File: config.mk
export PLATFORM = sky130hd
export DESIGN_NAME = reqrsp_buffer_flat
export DESIGN_NICKNAME = d
export VERILOG_FILES = /design/src/rtl/reqrsp_buffer_if.sv /design/src/rtl/reqrsp_buffer.sv /design/src/flat_wrapper.sv
export SDC_FILE = /design/constraint.sdc
export NUM_CORES = 1
export LEC_CHECK = 0
export ABC_CLOCK_PERIOD_IN_PS = 1910
export CORE_MARGIN = 2
export CORE_UTILIZATION = 46
export CTS_CLUSTER_DIAMETER = 150
export CTS_CLUSTER_SIZE = 16
export DETAILED_ROUTE_END_ITERATION = 10
export PLACE_DENSITY = 0.77
export SYNTH_ARGS = -nofsm -noshare
export SYNTH_HDL_FRONTEND = slang
export SYNTH_SLANG_ARGS = --single-unit
export TNS_END_PERCENT = 50
File: constraint.sdc
create_clock -name clk_i -period 1.91 [get_ports clk_i]
set_input_delay 0.191 -clock clk_i [delete_from_list [all_inputs] [get_ports clk_i]]
set_output_delay 0.191 -clock clk_i [all_outputs]
set_load 0.05 [all_outputs]
File: src/rtl/reqrsp_buffer_if.sv
// ============================================================================
// Module   : reqrsp_if
// Purpose  : reqrsp handshake bundle (q request channel, p response channel)
// Revision : 1.0
// ============================================================================
`default_nettype none

interface reqrsp_if #(
    parameter int unsigned AddrWidth = 32,
    parameter int unsigned DataWidth = 32
) ();
    logic [AddrWidth-1:0]   q_addr;
    logic                   q_write;
    logic [DataWidth-1:0]   q_data;
    logic [DataWidth/8-1:0] q_strb;
    logic                   q_valid;
    logic                   q_ready;
    logic [DataWidth-1:0]   p_data;
    logic                   p_error;
    logic                   p_valid;
    logic                   p_ready;

    modport master (
        output q_addr, q_write, q_data, q_strb, q_valid, p_ready,
        input  q_ready, p_data, p_error, p_valid
    );

    modport slave (
        input  q_addr, q_write, q_data, q_strb, q_valid, p_ready,
        output q_ready, p_data, p_error, p_valid
    );
endinterface

`default_nettype wire

File: src/rtl/reqrsp_buffer.sv
// ============================================================================
// Module   : reqrsp_buffer
// Purpose  : req/rsp FIFOs plus outstanding-credit gate; optional stall
//            counter enabled by REQRSP_BUFFER_STATS_EN
// Revision : 1.0
// ============================================================================
`default_nettype none

module reqrsp_buffer_fifo #(
    parameter int unsigned Depth = 2,
    parameter int unsigned Width = 8
) (
    input  wire logic             clk_i,
    input  wire logic             rst_ni,
    input  wire logic             in_valid_i,
    output logic                  in_ready_o,
    input  wire logic [Width-1:0] in_data_i,
    output logic                  out_valid_o,
    input  wire logic             out_ready_i,
    output logic      [Width-1:0] out_data_o
);
    generate
        if (Depth == 0) begin : g_pass
            logic unused_pass;
            assign unused_pass = clk_i ^ rst_ni;
            assign in_ready_o  = out_ready_i;
            assign out_valid_o = in_valid_i;
            assign out_data_o  = in_data_i;
        end else begin : g_fifo
            localparam int unsigned PtrW = (Depth > 1) ? $clog2(Depth) : 1;
            localparam int unsigned CntW = $clog2(Depth + 1);

            logic [Width-1:0] mem_q [Depth];
            logic [Width-1:0] mem_d [Depth];
            logic [PtrW-1:0]  wr_ptr_q, wr_ptr_d, rd_ptr_q, rd_ptr_d;
            logic [CntW-1:0]  count_q, count_d;
            logic             push, pop, full, empty;

            // Ready looks only at fill level, so a full FIFO refuses a push even while popping.
            assign full        = (count_q == CntW'(Depth));
            assign empty       = (count_q == '0);
            assign push        = in_valid_i && !full;
            assign pop         = out_ready_i && !empty;
            assign in_ready_o  = !full;
            assign out_valid_o = !empty;
            assign out_data_o  = mem_q[rd_ptr_q];

            always_comb begin
                mem_d    = mem_q;
                wr_ptr_d = wr_ptr_q;
                rd_ptr_d = rd_ptr_q;
                count_d  = count_q;
                if (push) begin
                    mem_d[wr_ptr_q] = in_data_i;
                    wr_ptr_d = (wr_ptr_q == PtrW'(Depth - 1)) ? '0 : wr_ptr_q + 1'b1;
                end
                if (pop) begin
                    rd_ptr_d = (rd_ptr_q == PtrW'(Depth - 1)) ? '0 : rd_ptr_q + 1'b1;
                end
                case ({push, pop})
                    2'b10:   count_d = count_q + 1'b1;
                    2'b01:   count_d = count_q - 1'b1;
                    default: count_d = count_q;
                endcase
            end

            always_ff @(posedge clk_i or negedge rst_ni) begin
                if (!rst_ni) begin
                    mem_q    <= '{default: '0};
                    wr_ptr_q <= '0;
                    rd_ptr_q <= '0;
                    count_q  <= '0;
                end else begin
                    mem_q    <= mem_d;
                    wr_ptr_q <= wr_ptr_d;
                    rd_ptr_q <= rd_ptr_d;
                    count_q  <= count_d;
                end
            end
        end
    endgenerate
endmodule

module reqrsp_buffer #(
    parameter int unsigned AddrWidth      = 32,
    parameter int unsigned DataWidth      = 32,
    parameter int unsigned ReqDepth       = 2,
    parameter int unsigned RspDepth       = 2,
    parameter int unsigned MaxOutstanding = 4
) (
    input  wire logic                                  clk_i,
    input  wire logic                                  rst_ni,
    reqrsp_if.slave                                    slv,
    reqrsp_if.master                                   mst,
    output logic [$clog2(MaxOutstanding+1)-1:0]        outstanding_o,
    output logic                                       busy_o
`ifdef REQRSP_BUFFER_STATS_EN
    ,
    output logic [31:0]                                stall_cnt_o
`endif
);
    localparam int unsigned CntW = $clog2(MaxOutstanding + 1);
    localparam int unsigned QW   = AddrWidth + 1 + DataWidth + DataWidth / 8;
    localparam int unsigned PW   = DataWidth + 1;

    logic [QW-1:0]   req_in, req_out;
    logic [PW-1:0]   rsp_in, rsp_out;
    logic            req_pending, req_pop_ready, credit_ok;
    logic            q_fire, p_fire;
    logic [CntW-1:0] outstanding_q, outstanding_d;

    assign req_in = {slv.q_addr, slv.q_write, slv.q_data, slv.q_strb};

    reqrsp_buffer_fifo #(.Depth(ReqDepth), .Width(QW)) u_req_fifo (
        .clk_i      (clk_i),
        .rst_ni     (rst_ni),
        .in_valid_i (slv.q_valid),
        .in_ready_o (slv.q_ready),
        .in_data_i  (req_in),
        .out_valid_o(req_pending),
        .out_ready_i(req_pop_ready),
        .out_data_o (req_out)
    );

    // The head entry stays in the FIFO while the credit gate is closed.
    assign credit_ok     = (outstanding_q < CntW'(MaxOutstanding));
    assign mst.q_valid   = req_pending && credit_ok;
    assign req_pop_ready = mst.q_ready && credit_ok;
    assign {mst.q_addr, mst.q_write, mst.q_data, mst.q_strb} = req_out;

    assign rsp_in = {mst.p_data, mst.p_error};

    reqrsp_buffer_fifo #(.Depth(RspDepth), .Width(PW)) u_rsp_fifo (
        .clk_i      (clk_i),
        .rst_ni     (rst_ni),
        .in_valid_i (mst.p_valid),
        .in_ready_o (mst.p_ready),
        .in_data_i  (rsp_in),
        .out_valid_o(slv.p_valid),
        .out_ready_i(slv.p_ready),
        .out_data_o (rsp_out)
    );

    assign {slv.p_data, slv.p_error} = rsp_out;

    assign q_fire = mst.q_valid && mst.q_ready;
    assign p_fire = slv.p_valid && slv.p_ready;

    always_comb begin
        outstanding_d = outstanding_q;
        case ({q_fire, p_fire && (outstanding_q != '0)})
            2'b10:   outstanding_d = outstanding_q + 1'b1;
            2'b01:   outstanding_d = outstanding_q - 1'b1;
            default: outstanding_d = outstanding_q;
        endcase
    end

    always_ff @(posedge clk_i or negedge rst_ni) begin
        if (!rst_ni) outstanding_q <= '0;
        else         outstanding_q <= outstanding_d;
    end

    assign outstanding_o = outstanding_q;
    // Pass-through channels hold no data, so they never count as buffered.
    assign busy_o = ((ReqDepth != 0) && req_pending) ||
                    ((RspDepth != 0) && slv.p_valid) ||
                    (outstanding_q != '0);

`ifdef REQRSP_BUFFER_STATS_EN
    logic [31:0] stall_cnt_q, stall_cnt_d;

    always_comb begin
        stall_cnt_d = stall_cnt_q;
        if (req_pending && !credit_ok && (stall_cnt_q != '1)) stall_cnt_d = stall_cnt_q + 1'b1;
    end

    always_ff @(posedge clk_i or negedge rst_ni) begin
        if (!rst_ni) stall_cnt_q <= '0;
        else         stall_cnt_q <= stall_cnt_d;
    end

    assign stall_cnt_o = stall_cnt_q;
`endif

`ifndef SYNTHESIS
    always @(posedge clk_i) begin
        if (rst_ni) begin
            assert (!(p_fire && (outstanding_q == '0)))
                else $error("reqrsp_buffer: response delivered with no request outstanding");
        end
    end
`endif
endmodule

`default_nettype wire

File: src/flat_wrapper.sv
// flat-port wrapper written by rule: the top's interface ports become plain ports
module reqrsp_buffer_flat 
#(
    parameter int unsigned AddrWidth      = 32,
    parameter int unsigned DataWidth      = 32,
    parameter int unsigned ReqDepth       = 2,
    parameter int unsigned RspDepth       = 2,
    parameter int unsigned MaxOutstanding = 4
)
  (clk_i, rst_ni, outstanding_o, busy_o, slv_q_addr, slv_q_write, slv_q_data, slv_q_strb, slv_q_valid, slv_p_ready, slv_q_ready, slv_p_data, slv_p_error, slv_p_valid, mst_q_addr, mst_q_write, mst_q_data, mst_q_strb, mst_q_valid, mst_p_ready, mst_q_ready, mst_p_data, mst_p_error, mst_p_valid);
  reqrsp_if #(.AddrWidth(AddrWidth), .DataWidth(DataWidth)) slv_i ();
  reqrsp_if #(.AddrWidth(AddrWidth), .DataWidth(DataWidth)) mst_i ();
  input  wire logic clk_i;
  input  wire logic rst_ni;
  output logic [$clog2(MaxOutstanding+1)-1:0] outstanding_o;
  output logic busy_o;
  input wire logic [$bits(slv_i.q_addr)-1:0] slv_q_addr;
  input wire logic [$bits(slv_i.q_write)-1:0] slv_q_write;
  input wire logic [$bits(slv_i.q_data)-1:0] slv_q_data;
  input wire logic [$bits(slv_i.q_strb)-1:0] slv_q_strb;
  input wire logic [$bits(slv_i.q_valid)-1:0] slv_q_valid;
  input wire logic [$bits(slv_i.p_ready)-1:0] slv_p_ready;
  output wire logic [$bits(slv_i.q_ready)-1:0] slv_q_ready;
  output wire logic [$bits(slv_i.p_data)-1:0] slv_p_data;
  output wire logic [$bits(slv_i.p_error)-1:0] slv_p_error;
  output wire logic [$bits(slv_i.p_valid)-1:0] slv_p_valid;
  output wire logic [$bits(mst_i.q_addr)-1:0] mst_q_addr;
  output wire logic [$bits(mst_i.q_write)-1:0] mst_q_write;
  output wire logic [$bits(mst_i.q_data)-1:0] mst_q_data;
  output wire logic [$bits(mst_i.q_strb)-1:0] mst_q_strb;
  output wire logic [$bits(mst_i.q_valid)-1:0] mst_q_valid;
  output wire logic [$bits(mst_i.p_ready)-1:0] mst_p_ready;
  input wire logic [$bits(mst_i.q_ready)-1:0] mst_q_ready;
  input wire logic [$bits(mst_i.p_data)-1:0] mst_p_data;
  input wire logic [$bits(mst_i.p_error)-1:0] mst_p_error;
  input wire logic [$bits(mst_i.p_valid)-1:0] mst_p_valid;
  assign slv_i.q_addr = slv_q_addr;
  assign slv_i.q_write = slv_q_write;
  assign slv_i.q_data = slv_q_data;
  assign slv_i.q_strb = slv_q_strb;
  assign slv_i.q_valid = slv_q_valid;
  assign slv_i.p_ready = slv_p_ready;
  assign slv_q_ready = slv_i.q_ready;
  assign slv_p_data = slv_i.p_data;
  assign slv_p_error = slv_i.p_error;
  assign slv_p_valid = slv_i.p_valid;
  assign mst_q_addr = mst_i.q_addr;
  assign mst_q_write = mst_i.q_write;
  assign mst_q_data = mst_i.q_data;
  assign mst_q_strb = mst_i.q_strb;
  assign mst_q_valid = mst_i.q_valid;
  assign mst_p_ready = mst_i.p_ready;
  assign mst_i.q_ready = mst_q_ready;
  assign mst_i.p_data = mst_p_data;
  assign mst_i.p_error = mst_p_error;
  assign mst_i.p_valid = mst_p_valid;
  reqrsp_buffer #(.AddrWidth(AddrWidth), .DataWidth(DataWidth), .ReqDepth(ReqDepth), .RspDepth(RspDepth), .MaxOutstanding(MaxOutstanding)) u_core (.clk_i(clk_i), .rst_ni(rst_ni), .slv(slv_i), .mst(mst_i), .outstanding_o(outstanding_o), .busy_o(busy_o));
endmodule
==> flow_metrics.env, run 1 <==
export IMPL_start_util_pct=46.85
export IMPL_crit_path_max_fanout=7
export IMPL_drtIter0Drc=120
export IMPL_finalWorstSetupSlack_ns=-0.04886
export IMPL_grt_pass1_wl_um=34740
export IMPL_synthFlopType="dfrtp_1"
export IMPL_ios=218
export IMPL_wl_per_cell_um=20.61
export IMPL_syn_to_final_growth_pct=37.28
export IMPL_hold_ws_ns=0.2826
export IMPL_antenna_found_initial=0
export IMPL_layout_drive_gt1_share_pct=57.59
export IMPL_post_route_util_pct=64.31
export IMPL_finClkSkew_ns=0.01112
export IMPL_insertion_delay_ns=0.48
export IMPL_r2r_start="u_core.u_rsp_fifo.g_fifo.count_q[1]"
export IMPL_vias=5781
export IMPL_syn_inst=599
export IMPL_async_flop_share_pct=100.0
export IMPL_slew_viol_final=0
export IMPL_die_area_um2=21770
export IMPL_grt_max_degree=62
export IMPL_fin_crit_sh_pct=102.6
export IMPL_core_um2=20230
export IMPL_yosysWarningCount=0
export IMPL_rsz0062_at_grt="true"
export IMPL_synth_common_cells="286 x mux2_2, 215 x dfrtp_1, 20 x mux2_4"
export IMPL_via_per_inst=5.222
export IMPL_cts_root_buffer="clkbuf_16"
export IMPL_crit_arrival_ns=1.77
export IMPL_timing_fmax_mhz=510.5
export IMPL_cts_tree="yes"
export IMPL_synth_most_common_cell="mux2_2"
export IMPL_gp_congestion=0.7847
export IMPL_yosysTopAreaCell="dfrtp_1"
export IMPL_dieWidth_um=147.6
export IMPL_antennaDiodeCount=0
export IMPL_worstSetupStartpoint="u_core.u_req_fifo.g_fifo.rd_ptr_q"
export IMPL_avgSynthCellArea_um2=15.82
export IMPL_synth_edf_count=0
export IMPL_dpl_cell_area_um2=11880
export IMPL_crit_required_ns=1.72
export IMPL_ys_types=24
export IMPL_hold_viol_final=0
export IMPL_postRouteAntennaNets=0
export IMPL_hold_path_class="input port to async pin"
export IMPL_nNetsFinal=948
export IMPL_period_needed_ns=1.959
export IMPL_max_slew_margin_pct=63.90
export IMPL_ys_ff_latch=215
export IMPL_synth_area_leaders="dfrtp_1 57%, mux2_2 34%, mux2_4 3.2%, buf_4 1.1%, xnor2_1 0.83%"
export IMPL_syn_area_um2=9479
export IMPL_failed_checks="setup timing"
export IMPL_drt_total_wl_um=22820
export IMPL_status="complete, but fails checks"
export IMPL_grt_pass1_vias=6548
export IMPL_setup_worst_path_end_class="output port"
export IMPL_dp_hpwl_um=14960
export IMPL_drv_cap=0
export IMPL_fin_tns_setup_ns=-1.474
export IMPL_rows=52
export IMPL_start_kind="flop"
export IMPL_netlist_area_leader_share_pct=56.76
export IMPL_first_pass_iters=4
export IMPL_drc=0
export IMPL_syn_num_nets=711
export IMPL_cts_made_buffers=17
export IMPL_tightest_slew_ns=0.5415
export IMPL_clock_path_buffers=3
export IMPL_track_usage_pct=19.79
export IMPL_io_buffer_count=217
export IMPL_clk_pin_slew_ns=0.07
export IMPL_clock_sinks=215
export IMPL_finalInstanceArea_um2=13010
export IMPL_htreeDepth=1
export IMPL_crit_type="flop to output port"
export IMPL_grt_overflow=0
export IMPL_seq_area_frac_synth_pct=56.76
export IMPL_die_h_um=147.6
export IMPL_setup_viol=49
export IMPL_fill_cells=1428
final timing paths:
kind	endpoint	slack [ns]	cells after the start
min	u_core.u_req_fifo.g_fifo.mem_q[18]	0.28	2
min reg2reg	u_core.u_req_fifo.g_fifo.wr_ptr_q	0.50	1
max reg2reg	u_core.outstanding_o[2]	0.05	9
max	mst_q_strb[1]	-0.05	4
max in group asynchronous	u_core.u_req_fifo.g_fifo.mem_q[109]	1.00	3
min in group clk_i	u_core.u_req_fifo.g_fifo.mem_q[52]	0.35	2
layout by cell type (no fill, tap or decap), types with 2 or more instances in the layout:
master           netlist  routed
mux2_2               286     246
dfrtp_1              215     211
clkdlybuf4s50_1        0     106
mux2_4                20      60
buf_4                 14      60
buf_8                  0      35
buf_6                  4      29
clkbuf_16              0      20
buf_12                 2      14
xnor2_1                9       9
inv_1                  5       5
xor2_1                 4       4
dfrtp_2                0       4
nand2_1                5       3
nor2_1                 4       3
dlygate4sd2_1          0       3
nand2b_4               2       2
ha_1                   3       2
clkbuf_1               9       2
per-stage QoR:
step                setup WS (ns)  std cells
floorplan                 0.01160        599
global placement         -0.01779       1077
detailed placement        -0.1052       1077
CTS                       -0.1077       1098
global route             -0.09370       1107
finish                   -0.04886       1107
cell type report:
cell class / count / area (um2) / area share, %
flip-flops and latches: 215 / 5385 / 41.38
multi-input cells: 343 / 4018 / 30.87
repair buffers: 254 / 2809 / 21.59
clock buffers: 19 / 432.9 / 3.327
well taps: 270 / 337.8 / 2.596
inverters: 5 / 18.77 / 0.1442
clock inverters: 1 / 11.26 / 0.08654
layer usage:
layer  global-route usage (%)  wire [um]  vias to the layer above
met5                        0          0                        -
li1                         -          -                     2586
met1                    24.43       9255                     2994
met4                    3.894        460                        0
met3                    6.728       1766                       29
met2                    34.09      11340                      172
flip-flops by register name, summed over array words and instances (netlist names):
signal	count
u_core.u_rsp_fifo.g_fifo.rd_ptr_q	1
u_core.u_rsp_fifo.g_fifo.mem_q	66
u_core.u_rsp_fifo.g_fifo.count_q	2
u_core.u_req_fifo.g_fifo.wr_ptr_q	1
u_core.u_req_fifo.g_fifo.rd_ptr_q	1
u_core.u_req_fifo.g_fifo.mem_q	138
u_core.outstanding_o	3
u_core.u_req_fifo.g_fifo.count_q	2
u_core.u_rsp_fifo.g_fifo.wr_ptr_q	1
kinds of logic after synthesis:
| kind of cell | count (synthesis) | synth area share (%) |
|---|---|---|
| muxes | 307 | 37.25 |
| DFF | 215 | 56.76 |
| buffers and inverters | 41 | 2.891 |
| and+or+nand+nor | 18 | 1.188 |
| xor gates and xnor gates | 13 | 1.201 |
| adders and majority gates | 4 | 0.6072 |
| AOI/OAI and AO/OA | 1 | 0.1056 |
what timing repair did:
| action | in CTS | in global routing |
|---|---|---|
| buffers inserted | 0 | 3 |
| pin swaps | 0 | 0 |
| hold buffers | 1 | 0 |
| endpoints found under the hold margin | 54 | 0 |
| cloned | 0 | 6 |
| endpoints found under the setup margin | 60 | 96 |
| gates resized for setup | 3 | 145 |
worst max-delay path, stage by stage, from the launching register on:
cell	delay, ns
dfrtp_2	0.48
buf_6	0.17
clkbuf_16	0.17
mux2_4	0.32
buf_8	0.15
Power of run 1 is left out: the tool's default activity adds up to more than one toggle a clock period on the data nets, which glitch-free logic cannot reach.
==> inputs of run 2 (changes only) <==
- PLACE_DENSITY: 0.77 -> 0.88
==> flow_metrics.env, run 2 (synthesized netlist as in run 1, its figures left out) <==
export IMPL_status="complete, but fails checks"
export IMPL_failed_checks="setup timing"
export IMPL_worstPathCellList="buf_12, buf_12, mux2_2, buf_6"
export IMPL_slew_viol_final=0
export IMPL_cts_tree="yes"
export IMPL_vias=5676
export IMPL_regMostFlops="u_core.u_req_fifo.g_fifo.mem_q"
export IMPL_cts_root_buffer="clkbuf_16"
export IMPL_r2r_setup_slack_ns=0.11
export IMPL_crit_arrival_ns=1.78
export IMPL_fill_cells=1466
export IMPL_hold_path_class="input port to async pin"
export IMPL_grt_pass1_vias=6276
export IMPL_place_worst_setup_slack_ns=-0.03216
export IMPL_drt_total_wl_um=20290
export IMPL_drc=0
export IMPL_clock_sinks=215
export IMPL_layout_drive_gt1_share_pct=57.96
export IMPL_start_kind="flop"
export IMPL_grt_overflow=0
export IMPL_crit_slowest_cell="dfrtp_4"
export IMPL_timing_fmax_mhz=506.6
export IMPL_dpl_cell_area_um2=12050
export IMPL_crit_buf_inv=3
export IMPL_nNetsFinal=954
export IMPL_slowest_delay_ns=0.46
export IMPL_clock_path_buffers=3
export IMPL_final_common_cell="mux2_2"
export IMPL_insertion_delay_ns=0.48
export IMPL_fin_crit_sh_pct=103.3
export IMPL_first_pass_iters=4
export IMPL_rr_endpoint="u_core.outstanding_o[2]"
export IMPL_grt_pass1_wl_um=33150
export IMPL_cp_common_cell="buf_12"
export IMPL_core_um2=20230
export IMPL_grt_max_degree=74
export IMPL_wl_per_cell_um=18.25
export IMPL_syn_to_final_growth_pct=34.66
export IMPL_drv_cap=0
export IMPL_layout_common_cells="285 x mux2_2, 211 x dfrtp_1, 107 x clkdlybuf4s50_1, 75 x buf_4, 50 x buf_6"
export IMPL_rsz0062_at_grt="true"
export IMPL_crit_required_ns=1.72
export IMPL_setup_worst_path_end_class="output port"
export IMPL_crit_path_max_fanout=12
export IMPL_dp_hpwl_um=14130
export IMPL_finalWorstSetupSlack_ns=-0.06387
export IMPL_start_util_pct=46.85
export IMPL_finClkSkew_ns=0.01034
export IMPL_fin_tns_setup_ns=-1.833
export IMPL_max_slew_margin_pct=58.09
export IMPL_io_buffer_count=217
export IMPL_r2r_start="u_core.u_req_fifo.g_fifo.count_q[1]"
export IMPL_largest_reg_flops=138
export IMPL_crit_type="flop to output port"
export IMPL_tightest_slew_ns=0.6286
export IMPL_via_per_inst=5.104
export IMPL_postRouteAntennaNets=0
export IMPL_antennaDiodeCount=0
export IMPL_period_needed_ns=1.974
export IMPL_die_h_um=147.6
export IMPL_htreeDepth=1
export IMPL_dieWidth_um=147.6
export IMPL_antenna_found_initial=0
export IMPL_finalInstanceArea_um2=12760
export IMPL_ios=218
export IMPL_gp_congestion=0.7244
export IMPL_hold_viol_final=0
export IMPL_cpLargestDelayFamily="buffers and inverters"
export IMPL_rows=52
export IMPL_cts_made_buffers=17
export IMPL_die_area_um2=21770
export IMPL_setup_viol=48
export IMPL_track_usage_pct=18.69
export IMPL_clk_pin_slew_ns=0.07
export IMPL_drtIter0Drc=141
export IMPL_worst_r2r_path_depth=8
-- run 2: cell types whose count changed in the layout (fill, tap and decap cells not counted), moves of 2 or more --
cell	before	now
buf_6	29	50
mux2_4	60	21
buf_8	35	2
buf_4	60	75
mux2_2	246	285
buf_12	14	21
clkbuf_16	20	18
-- run 2: routing by layer --
layer	global-route usage, %	part of all wire, %	vias to the layer above
met5	0	0	-
met4	4.375	2.1	0
met3	5.556	7.9	26
met2	30.84	47	181
met1	24.49	43	2876
li1	-	-	2593
-- run 2: repair_timing --
| action | CTS | global route |
|---|---|---|
| buffers inserted | 4 | 0 |
| cloned | 0 | 1 |
| endpoints found under the setup margin | 71 | 49 |
| gates resized for setup | 55 | 3 |
| endpoints found under the hold margin | 64 | 0 |
| hold buffers | 1 | 0 |
-- run 2: cell type report --
| cell class | count | area, um2 | share of cell area [%] |
|---|---|---|---|
| timing repair buffer | 260 | 2714 | 21.26 |
| tap | 270 | 337.8 | 2.647 |
| clock buffer | 18 | 429.2 | 3.362 |
| multi-input combinational | 343 | 3866 | 30.29 |
| inverter | 5 | 18.77 | 0.1470 |
| sequential | 215 | 5388 | 42.21 |
| clock inverter | 1 | 11.26 | 0.08822 |
-- run 2: worst max-delay path by stage --
stage                                                   start                       to  slack (ns)  cells after the start
after detailed placement                          slv_p_ready  u_core.outstanding_o[2]       -0.03                      9
after global routing        u_core.u_req_fifo.g_fifo.rd_ptr_q            mst_q_strb[0]       -0.12                      4
after global placement                            slv_p_ready  u_core.outstanding_o[2]        0.01                      9
final                       u_core.u_req_fifo.g_fifo.rd_ptr_q            mst_q_strb[0]       -0.06                      4
after floorplan           u_core.u_rsp_fifo.g_fifo.count_q[1]  u_core.outstanding_o[2]        0.01                      9
after CTS                   u_core.u_req_fifo.g_fifo.rd_ptr_q           mst_q_data[27]       -0.08                      4
-- run 2: stage by stage --
stage          instances  util (%)  hold WS, ns
2_1_floorplan        599         -      -0.1046
3_3_place_gp        1088     59.54       0.2644
3_5_place_dp        1088     59.54       0.2625
4_1_cts             1111     62.91       0.3226
5_1_grt             1112     63.08       0.3391
6_report            1112     63.08       0.3297
Power of run 2 is left out for the same reason.
